`src/rtl/ifu_fetch_if.sv`:
```
// ifu_fetch_if: redirect, instruction-memory and decode-side signals of the fetch unit.
// master = fetch unit side, slave = surrounding core / memory side.
// fetch_misaligned_o exists only when FETCH_ALIGN_CHECK_EN is defined.
interface ifu_fetch_if;
    logic        redirect_i;
    logic [31:0] redirect_pc_i;
    logic        imem_req_o;
    logic [31:0] imem_addr_o;
    logic        imem_gnt_i;
    logic        imem_rvalid_i;
    logic [31:0] imem_rdata_i;
    logic        id_valid_o;
    logic [31:0] id_inst_o;
    logic [31:0] id_addr_o;
    logic        id_ready_i;
`ifdef FETCH_ALIGN_CHECK_EN
    logic        fetch_misaligned_o;
`endif

    modport master (
`ifdef FETCH_ALIGN_CHECK_EN
        output fetch_misaligned_o,
`endif
        input  redirect_i, redirect_pc_i,
        output imem_req_o, imem_addr_o,
        input  imem_gnt_i, imem_rvalid_i, imem_rdata_i,
        output id_valid_o, id_inst_o, id_addr_o,
        input  id_ready_i
    );

    modport slave (
`ifdef FETCH_ALIGN_CHECK_EN
        input  fetch_misaligned_o,
`endif
        output redirect_i, redirect_pc_i,
        input  imem_req_o, imem_addr_o,
        output imem_gnt_i, imem_rvalid_i, imem_rdata_i,
        input  id_valid_o, id_inst_o, id_addr_o,
        output id_ready_i
    );
endinterface

```
`src/rtl/ifu_fetch.sv`:
```
// ifu_fetch: RV32I instruction fetch unit. Holds the fetch PC, issues word fetches,
// buffers returned words in an in-order FIFO and hands {inst, addr} to decode.
// A redirect flushes the FIFO; responses already in flight are counted and dropped.
// Optional feature macro: FETCH_ALIGN_CHECK_EN (misaligned redirect target produces
// a single NOP entry flagged by fetch_misaligned_o and halts fetching).
module ifu_fetch #(
    parameter logic [31:0] RESET_PC   = 32'h0000_0000,
    parameter int          FIFO_DEPTH = 2
) (
    input  logic        clk,
    input  logic        rst_n,
    ifu_fetch_if.master bus
);
    localparam int          PW      = $clog2(FIFO_DEPTH);
    localparam int          CW      = PW + 1;
    localparam logic [31:0] NOP     = 32'h0000_0013;
    localparam logic [CW:0] DEPTH_C = (CW+1)'(FIFO_DEPTH);

    typedef enum logic {ST_IDLE = 1'b0, ST_RUN = 1'b1} state_t;

    state_t      state_reg, state_next;
    logic        run;

    logic [31:0] fpc_reg, rpc_reg, last_addr_reg;
    logic [CW-1:0] count_reg, outst_reg, drop_reg;
    logic [PW-1:0] rd_ptr_reg, wr_ptr_reg;
    logic [31:0] inst_mem [FIFO_DEPTH];
    logic [31:0] addr_mem [FIFO_DEPTH];

    logic        redirect, rvalid, gnt, req, halt, empty, dropping;
    logic        pop_raw, pop, accept, push_resp, push_mis, push;
    logic [31:0] redir_pc, push_inst, push_addr, id_inst, id_addr;
    logic [CW:0] credit;

    // State register: IDLE for the single cycle after reset, RUN afterwards
    always_ff @(posedge clk or negedge rst_n) begin
        if (!rst_n) state_reg <= ST_IDLE;
        else        state_reg <= state_next;
    end

    // Next state: IDLE always advances to RUN, RUN is terminal
    always_comb begin
        state_next = state_reg;
        case (state_reg)
            ST_IDLE: state_next = ST_RUN;
            ST_RUN:  state_next = ST_RUN;
            default: state_next = ST_IDLE;
        endcase
    end

    // State outputs: fetching is only permitted in RUN
    always_comb begin
        run = (state_reg == ST_RUN);
    end

    assign redirect  = bus.redirect_i;
    assign rvalid    = bus.imem_rvalid_i;
    assign redir_pc  = {bus.redirect_pc_i[31:2], 2'b00};
    assign empty     = (count_reg == '0);
    assign pop_raw   = !empty && bus.id_ready_i;
    assign pop       = pop_raw && !redirect;
    // A head leaving this cycle frees its slot, which keeps single-cycle memory at
    // one instruction per cycle. During a redirect the flush frees it anyway.
    assign credit    = {1'b0, count_reg} + {1'b0, outst_reg} - {{CW{1'b0}}, pop_raw};
    assign req       = run && !halt && (credit < DEPTH_C);
    assign gnt       = req && bus.imem_gnt_i;
    assign dropping  = (drop_reg != '0);
    assign accept    = rvalid && !dropping;
    assign push_resp = accept && !redirect;
    assign push      = push_resp || push_mis;

`ifdef FETCH_ALIGN_CHECK_EN
    logic        halt_reg, mis_pend_reg, redir_mis;
    logic [31:0] mis_pc_reg;
    logic        mis_mem [FIFO_DEPTH];

    assign redir_mis = |bus.redirect_pc_i[1:0];
    assign halt      = halt_reg;
    assign push_mis  = mis_pend_reg && !redirect;
    assign push_inst = push_mis ? NOP : bus.imem_rdata_i;
    assign push_addr = push_mis ? mis_pc_reg : rpc_reg;

    // Misaligned target: halt fetching and queue one flagged NOP the cycle after the flush
    always_ff @(posedge clk or negedge rst_n) begin
        if (!rst_n) begin
            halt_reg     <= 1'b0;
            mis_pend_reg <= 1'b0;
            mis_pc_reg   <= 32'h0;
        end else begin
            mis_pend_reg <= redirect && redir_mis;
            if (redirect) begin
                halt_reg   <= redir_mis;
                mis_pc_reg <= bus.redirect_pc_i;
            end
        end
    end

    // Per-entry misalignment flag, written alongside the data entry
    always_ff @(posedge clk) begin
        if (push) mis_mem[wr_ptr_reg] <= push_mis;
    end

    assign bus.fetch_misaligned_o = !empty && mis_mem[rd_ptr_reg];
`else
    logic unused_pc_bits;

    assign unused_pc_bits = |bus.redirect_pc_i[1:0];
    assign halt           = 1'b0;
    assign push_mis       = 1'b0;
    assign push_inst      = bus.imem_rdata_i;
    assign push_addr      = rpc_reg;
`endif

    // In-flight bookkeeping: outstanding fetches and responses still to be discarded
    always_ff @(posedge clk or negedge rst_n) begin
        if (!rst_n) begin
            outst_reg <= '0;
            drop_reg  <= '0;
        end else begin
            outst_reg <= outst_reg + CW'(gnt) - CW'(rvalid);
            if (redirect)
                drop_reg <= outst_reg + CW'(gnt) - CW'(rvalid);
            else if (rvalid && dropping)
                drop_reg <= drop_reg - CW'(1);
        end
    end

    // Fetch PC advances per grant, response PC per accepted response; both reload on redirect
    always_ff @(posedge clk or negedge rst_n) begin
        if (!rst_n) begin
            fpc_reg <= RESET_PC;
            rpc_reg <= RESET_PC;
        end else if (redirect) begin
            fpc_reg <= redir_pc;
            rpc_reg <= redir_pc;
        end else begin
            if (gnt)    fpc_reg <= fpc_reg + 32'd4;
            if (accept) rpc_reg <= rpc_reg + 32'd4;
        end
    end

    // FIFO pointers and occupancy; a redirect discards everything including this cycle's push/pop
    always_ff @(posedge clk or negedge rst_n) begin
        if (!rst_n) begin
            rd_ptr_reg <= '0;
            wr_ptr_reg <= '0;
            count_reg  <= '0;
        end else if (redirect) begin
            rd_ptr_reg <= '0;
            wr_ptr_reg <= '0;
            count_reg  <= '0;
        end else begin
            if (push) wr_ptr_reg <= wr_ptr_reg + PW'(1);
            if (pop)  rd_ptr_reg <= rd_ptr_reg + PW'(1);
            count_reg <= count_reg + CW'(push) - CW'(pop);
        end
    end

    // FIFO storage; occupancy guards the contents so no reset is needed
    always_ff @(posedge clk) begin
        if (push) begin
            inst_mem[wr_ptr_reg] <= push_inst;
            addr_mem[wr_ptr_reg] <= push_addr;
        end
    end

    // Remember the last presented address so it holds while the FIFO is empty
    always_ff @(posedge clk or negedge rst_n) begin
        if (!rst_n) last_addr_reg <= 32'h0;
        else        last_addr_reg <= id_addr;
    end

    // Decode-side view of the head entry; NOP when empty, no bypass from rvalid
    always_comb begin
        id_inst = NOP;
        id_addr = last_addr_reg;
        if (!empty) begin
            id_inst = inst_mem[rd_ptr_reg];
            id_addr = addr_mem[rd_ptr_reg];
        end
    end

    assign bus.imem_req_o  = req;
    assign bus.imem_addr_o = fpc_reg;
    assign bus.id_valid_o  = !empty;
    assign bus.id_inst_o   = id_inst;
    assign bus.id_addr_o   = id_addr;
endmodule

```
`src/flat_wrapper.sv`:
```
// flat-port wrapper written by rule: the top's interface ports become plain ports
module ifu_fetch_flat 
#(
    parameter logic [31:0] RESET_PC   = 32'h0000_0000,
    parameter int          FIFO_DEPTH = 2
)
  (clk, rst_n, bus_redirect_i, bus_redirect_pc_i, bus_imem_req_o, bus_imem_addr_o, bus_imem_gnt_i, bus_imem_rvalid_i, bus_imem_rdata_i, bus_id_valid_o, bus_id_inst_o, bus_id_addr_o, bus_id_ready_i);
  ifu_fetch_if bus_i ();
  input  logic clk;
  input  logic rst_n;
  input wire logic [$bits(bus_i.redirect_i)-1:0] bus_redirect_i;
  input wire logic [$bits(bus_i.redirect_pc_i)-1:0] bus_redirect_pc_i;
  output wire logic [$bits(bus_i.imem_req_o)-1:0] bus_imem_req_o;
  output wire logic [$bits(bus_i.imem_addr_o)-1:0] bus_imem_addr_o;
  input wire logic [$bits(bus_i.imem_gnt_i)-1:0] bus_imem_gnt_i;
  input wire logic [$bits(bus_i.imem_rvalid_i)-1:0] bus_imem_rvalid_i;
  input wire logic [$bits(bus_i.imem_rdata_i)-1:0] bus_imem_rdata_i;
  output wire logic [$bits(bus_i.id_valid_o)-1:0] bus_id_valid_o;
  output wire logic [$bits(bus_i.id_inst_o)-1:0] bus_id_inst_o;
  output wire logic [$bits(bus_i.id_addr_o)-1:0] bus_id_addr_o;
  input wire logic [$bits(bus_i.id_ready_i)-1:0] bus_id_ready_i;
  assign bus_i.redirect_i = bus_redirect_i;
  assign bus_i.redirect_pc_i = bus_redirect_pc_i;
  assign bus_imem_req_o = bus_i.imem_req_o;
  assign bus_imem_addr_o = bus_i.imem_addr_o;
  assign bus_i.imem_gnt_i = bus_imem_gnt_i;
  assign bus_i.imem_rvalid_i = bus_imem_rvalid_i;
  assign bus_i.imem_rdata_i = bus_imem_rdata_i;
  assign bus_id_valid_o = bus_i.id_valid_o;
  assign bus_id_inst_o = bus_i.id_inst_o;
  assign bus_id_addr_o = bus_i.id_addr_o;
  assign bus_i.id_ready_i = bus_id_ready_i;
  ifu_fetch #(.RESET_PC(RESET_PC), .FIFO_DEPTH(FIFO_DEPTH)) u_core (.clk(clk), .rst_n(rst_n), .bus(bus_i));
endmodule
```
`config.mk`:
```
export PLATFORM = sky130hd
export DESIGN_NAME = ifu_fetch_flat
export DESIGN_NICKNAME = d
export VERILOG_FILES = /design/src/rtl/ifu_fetch_if.sv /design/src/rtl/ifu_fetch.sv /design/src/flat_wrapper.sv
export SDC_FILE = /design/constraint.sdc
export NUM_CORES = 1
export LEC_CHECK = 0
export CAP_MARGIN = 20
export CORE_UTILIZATION = 39
export DETAILED_ROUTE_END_ITERATION = 8
export SLEW_MARGIN = 20
export SYNTH_ARGS = -nofsm -noshare
export SYNTH_HDL_FRONTEND = slang
export SYNTH_SLANG_ARGS = --single-unit
```
`constraint.sdc`:
```
create_clock -name clk -period 12.5 [get_ports clk]
set_input_delay 1.875 -clock clk [delete_from_list [all_inputs] [get_ports clk]]
set_output_delay 1.875 -clock clk [all_outputs]
set_load 0.1 [all_outputs]
```
==> flow_metrics.py, run 1 <==
metrics = {
    "run_status": {
        "status": "completed",
    },
    "die": {
        "row_count": 57,
        "die-area_sq_um": 26000,
        "fp.dieW_um": 161,
        "die_h_um": 161,
        "io_pins": 168,
        "coreArea_sq_um": 24600,
        "start_util_pct": 40.2,
    },
    "clock_network": {
        "postCtsSetupBuffers": 0,
        "ctsResizeCount": 0,
        "cts_tree": "built",
        "cts_buffers": 24,
        "cts_root_buffer": "clkbuf_16",
        "clock-sinks": 225,
        "cts_buffer_depth": 3,
        "ctsHoldBuffers": 0,
        "cts.reportedPaths.clkPinSlew_ns": 0.06,
        "cts_max_level": 1,
        "insertion_delay_ns": 0.51,
    },
    "placement": {
        "hpwl_um": 14200,
        "placed_cells": 1250,
        "place.gp.congestion": 0.789,
        "port_buffers": 163,
    },
    "drt": {
        "drc": 0,
        "vias": 6734,
        "dr.pass1.iters": 4,
        "postRouteWirelength_um": 21900,
        "drt-wirelength-per-cell_um": 16.9,
        "ant_nets": 0,
        "vias_per_cell": 5.20,
        "drt_iter0_drc": 288,
    },
    "yosys": {
        "synth_top_cell_by_area": "edfxtp_1",
        "synth.area.top_cells": "edfxtp_1, dfrtp_1, mux2i_1",
        "ys_types": 52,
        "ys_seq_area_share_pct": 63.2,
        "avgSynthCellArea_sq_um": 12.4,
        "synth_edf_count": 124,
        "synthCells": 797,
        "synthArstFlopShare_pct": 44.9,
        "yosysWarnings": 0,
        "ys_ff_latch": 225,
        "synth.cell_area_sq_um": 9890,
        "synth_ff_type": "edfxtp_1",
        "synth_top_area_share_pct": 37.6,
    },
    "timing": {
        "skew_ns": 0.0177,
        "setup_viol": 0,
        "maxSlewViolCount": 0,
        "tightest_slew_ns": 1.09,
        "fin_setup_tns_ns": 0,
        "fmax_mhz": 146,
        "hold_viol_final": 0,
        "rsz0062_at_grt": "no",
        "slew_headroom_pct": 27.1,
        "period_needed_ns": 6.85,
        "period_share_pct": 54.8,
    },
    "cells_and_area": {
        "fillers": 2164,
        "final_net_count": 1031,
        "most-common-layout-cells": "clkdlybuf4s50_1, edfxtp_1, dfrtp_1, nor2_1, mux2i_1",
        "fin_util_pct": 51.2,
        "area_growth_pct": 27.2,
        "regArea_sq_um": 6250,
        "multi_input_area_sq_um": 3440,
        "stdcell_count": 1294,
        "antenna_cells": 0,
        "layout-drive-gt1-share_pct": 7.22,
        "final_common_cell": "clkdlybuf4s50_1",
        "largest_register_ff_count": 64,
    },
    "setup_path": {
        "r2r-end": "u_core.bus.imem_addr_o[23]",
        "crit_required_ns": 10.62,
        "reg2reg_slack_ns": 9.13,
        "crit_path_start_kind": "primary input",
        "cp.arrival_ns": 4.98,
        "critPathLaunch": "bus_id_ready_i",
        "path_max_fanout": 7,
        "critical_path_class": "primary input to primary output",
        "worstReg2RegStart": "u_core.count_reg[1]",
        "max_stage_delay_ns": 1.13,
        "r2r_cells": 7,
        "crit_path_top_delay_cell": "clkdlybuf4s50_1",
        "end_kind": "primary output",
        "cp_cell_sequence": "clkdlybuf4s50_1, and3_1, o21ai_0, fa_1, xor2_1, and3_1, clkdlybuf4s50_1",
    },
    "global_routing": {
        "gr-total-overflow": 0,
        "grt_pass1_wl_um": 34900,
        "grt_max_degree": 93,
        "grt_pass1_vias": 6317,
        "grtUsageTotal_pct": 16.9,
        "antenna_found_initial": 0,
    },
    "hold_path": {
        "hold_path.class": "flop to flop",
        "hold_depth": 1,
        "min_from": "u_core.last_addr_reg[0]",
        "min_to": "u_core.last_addr_reg[0]",
    },
    "pwr": {
        "ir_worst_vdd_uv": 150,
        "power.leakage_nw": 4.47,
        "p_per_area_nw_per_um2": 246,
    },
    "job": {
        "cap_violations": 0,
    },
}
[worst max path at each step]
stage                                  end  cells after the start
global placement            bus_imem_req_o                      7
global route                bus_imem_req_o                      7
finish                      bus_imem_req_o                      7
floorplan           u_core.addr_mem[0][10]                      4
detailed placement          bus_imem_req_o                      7
CTS                         bus_imem_req_o                      7
[through the flow]
step	hold slack [ns]	instance area [sq um]	power [mW]	setup slack, ns
floorplan	0.457	9900	2.10	5.24
global placement	0.470	11800	2.43	5.67
detailed placement	0.468	11800	2.44	5.66
CTS	0.481	12600	3.13	5.65
global route	0.495	12600	3.22	5.57
finish	0.475	12600	3.09	5.65
[worst max-delay path, delay by kind of cell]
family	cells	cell delay, ns
compound gates	1	0.12
simple gates	2	0.46
fa+ha+maj	1	0.42
xor+xnor	1	0.40
buf+inv	2	1.69
[Yosys cell counts, types with 17 or more instances]
cell	n
edfxtp_1	124
dfrtp_1	101
nor2_1	74
mux2i_1	64
nand2_1	58
o21ai_0	39
clkbuf_1	31
a211oi_1	26
xnor2_1	19
nand3_1	18
nand4_1	18
and3_1	17
[metal layers]
metal	track usage [%]	wire length, um	vias up
met5	0	0	-
met4	4.42	338	0
met3	2.88	1370	23
met2	25.6	9670	198
met1	25.1	10500	3217
li1	-	-	3296
[where the power goes]
part	switching, mW	internal (mW)	total (mW)	leakage (nW)
sequential	0.0743	0.908	0.982	2.33
combinational	1.11	0.328	1.44	1.78
clock	0.282	0.395	0.677	0.360
[layout make-up]
cell class,instances,area share (%)
well taps,324,3.22
clock inverters,11,0.736
flip-flops and latches,225,49.7
repair buffers,170,13.3
clock buffers,33,5.29
multi-input cells,518,27.4
inverters,13,0.388
[kinds of logic (layout without fill, tap and decap cells)]
kind of cell | Yosys count | in the layout | synth area share [%]
mux | 77 | 77 | 7.95
other cells | 2 | 3 | 0.0759
flops | 225 | 225 | 63.2
simple gates | 280 | 280 | 14.7
buf+inv | 55 | 227 | 2.19
fa+ha+maj | 9 | 9 | 1.21
xor+xnor | 28 | 28 | 2.48
compound gates | 121 | 121 | 8.18
Power figures use the tool's default switching activity.
==> inputs of run 2 (changes only) <==
==> constraint.sdc (replaced) <==
create_clock -name clk -period 6.9 [get_ports clk]
set_input_delay 1.035 -clock clk [delete_from_list [all_inputs] [get_ports clk]]
set_output_delay 1.035 -clock clk [all_outputs]
set_load 0.1 [all_outputs]
==> run 2 against run 1 <==
Largest power group unchanged. Critical path type unchanged. Power is 81% higher. Sequential share of layout area hardly changed. Cell area hardly changed. Utilization is essentially flat. Sequential power grew 82%. Clock power rose by 80%. Combinational power rose by 81%. Register-to-register slack lost 5.6 ns. Setup slack worse by 3.9 ns.
==> flow_metrics.py, run 2 (same netlist as run 1, synthesis figures left out) <==
metrics = {
    "run_status": {
        "status": "completed",
    },
    "cells_and_area": {
        "layout-drive-gt1-share_pct": 7.09,
        "stdcell_count": 1297,
        "area_growth_pct": 27.3,
        "final_common_cell": "clkdlybuf4s50_1",
        "fillers": 2136,
        "final_net_count": 1033,
        "largest_register_ff_count": 64,
        "most-common-layout-cells": "clkdlybuf4s50_1, edfxtp_1, dfrtp_1, nor2_1, mux2i_1",
        "antenna_cells": 0,
        "fin_util_pct": 51.2,
    },
    "hold_path": {
        "hold_path.class": "flop to flop",
    },
    "timing": {
        "fin_setup_tns_ns": 0,
        "rsz0062_at_grt": "no",
        "hold_viol_final": 0,
        "setup_viol": 0,
        "maxSlewViolCount": 0,
        "whs_ns": 0.488,
        "period_share_pct": 75.1,
        "tightest_slew_ns": 1.07,
        "period_needed_ns": 5.18,
        "skew_ns": 0.0154,
        "fmax_mhz": 193,
        "slew_headroom_pct": 28.2,
    },
    "setup_path": {
        "end_kind": "primary output",
        "path_max_fanout": 7,
        "crit_path_start_kind": "primary input",
        "crit_required_ns": 5.86,
        "cp.arrival_ns": 4.15,
        "critical_path_class": "primary input to primary output",
    },
    "die": {
        "fp.dieW_um": 161,
        "start_util_pct": 40.2,
        "coreArea_sq_um": 24600,
        "row_count": 57,
        "die-area_sq_um": 26000,
        "io_pins": 168,
        "die_h_um": 161,
    },
    "placement": {
        "place.gp.congestion": 0.825,
        "placed_cells": 1251,
        "hpwl_um": 14900,
        "port_buffers": 163,
    },
    "clock_network": {
        "postCtsSetupBuffers": 0,
        "cts_tree": "built",
        "cts_root_buffer": "clkbuf_16",
        "cts_max_level": 1,
        "ctsResizeCount": 0,
        "cts.reportedPaths.clkPinSlew_ns": 0.06,
        "cts_buffer_depth": 3,
        "insertion_delay_ns": 0.51,
        "ctsHoldBuffers": 0,
        "clock-sinks": 225,
        "cts_buffers": 25,
    },
    "global_routing": {
        "gr-total-overflow": 0,
        "grt_pass1_wl_um": 35900,
        "grt_pass1_vias": 6647,
        "grtUsageTotal_pct": 17.3,
        "antenna_found_initial": 0,
        "grt_max_degree": 54,
    },
    "job": {
        "cap_violations": 0,
    },
    "drt": {
        "drc": 0,
        "vias": 6829,
        "drt_iter0_drc": 366,
        "ant_nets": 0,
        "drt-wirelength-per-cell_um": 17.2,
        "postRouteWirelength_um": 22300,
        "dr.pass1.iters": 4,
        "vias_per_cell": 5.27,
    },
    "pwr": {
        "power.leakage_nw": 4.48,
        "ir_worst_vdd_uv": 281,
        "p_total_mw": 5.61,
        "p_per_area_nw_per_um2": 445,
    },
}
## run 2: cell count changes in the layout (fill, tap and decap cells not counted), sizes merged
cell,delta
clkinvlp,-3
clkinv,+5
inv,+2
clkbuf,-2
buf,+1
## run 2: report_power, final
| part | total [mW] | internal [mW] | switching, mW | leakage, nW |
|---|---|---|---|---|
| Combinational | 2.60 | 0.597 | 2.00 | 1.79 |
| Sequential | 1.79 | 1.64 | 0.142 | 2.33 |
| Clock | 1.22 | 0.705 | 0.517 | 0.369 |
| Total | 5.61 | 2.95 | 2.66 | 4.48 |
## run 2: metrics by stage
step / area, sq um / worst slack, ns
after floorplan: 9900 / 0.479
after global placement: 11800 / 1.76
after detailed placement: 11800 / 1.75
after CTS: 12600 / 1.71
after global routing: 12600 / 1.57
final: 12600 / 1.72
## run 2: cell type report
cell class | count | area (sq um) | area share (%)
Sequential cell | 225 | 6250 | 49.7
Clock inverter | 15 | 105 | 0.835
Tap cell | 324 | 405 | 3.22
Inverter | 13 | 48.8 | 0.388
Clock buffer | 31 | 648 | 5.15
Timing Repair Buffer | 171 | 1680 | 13.4
Multi-Input combinational cell | 518 | 3440 | 27.4
## run 2: per-layer routing
layer | wire, um | GRT usage (%) | vias to the layer above
li1 | - | - | 3314
met1 | 10700 | 25.5 | 3290
met2 | 9890 | 26.5 | 186
met3 | 1200 | 2.70 | 39
met4 | 468 | 4.85 | 0
met5 | 0 | 0 | -
## run 2: path summary, 6_finish.rpt
check	from	slack [ns]	cells after the start	end
setup reg to reg	u_core.count_reg[1]	3.50	7	u_core.bus.imem_addr_o[23]
min in group asynchronous	rst_n	0.57	1	u_core.bus.imem_addr_o[31]
hold / removal	u_core.last_addr_reg[1]	0.49	1	u_core.last_addr_reg[1]
max in group asynchronous	rst_n	5.09	2	u_core.rd_ptr_reg
hold reg to reg	u_core.last_addr_reg[1]	0.49	1	u_core.last_addr_reg[1]
setup / recovery	bus_id_ready_i	1.72	7	bus_imem_req_o
## run 2: worst max-delay path, stage by stage
cell and delay [ns]:
clkdlybuf4s50_1 0.51, and3_1 0.21, o21ai_0 0.12, fa_1 0.44, xor2_1 0.43, and3_1 0.26, clkdlybuf4s50_1 1.14
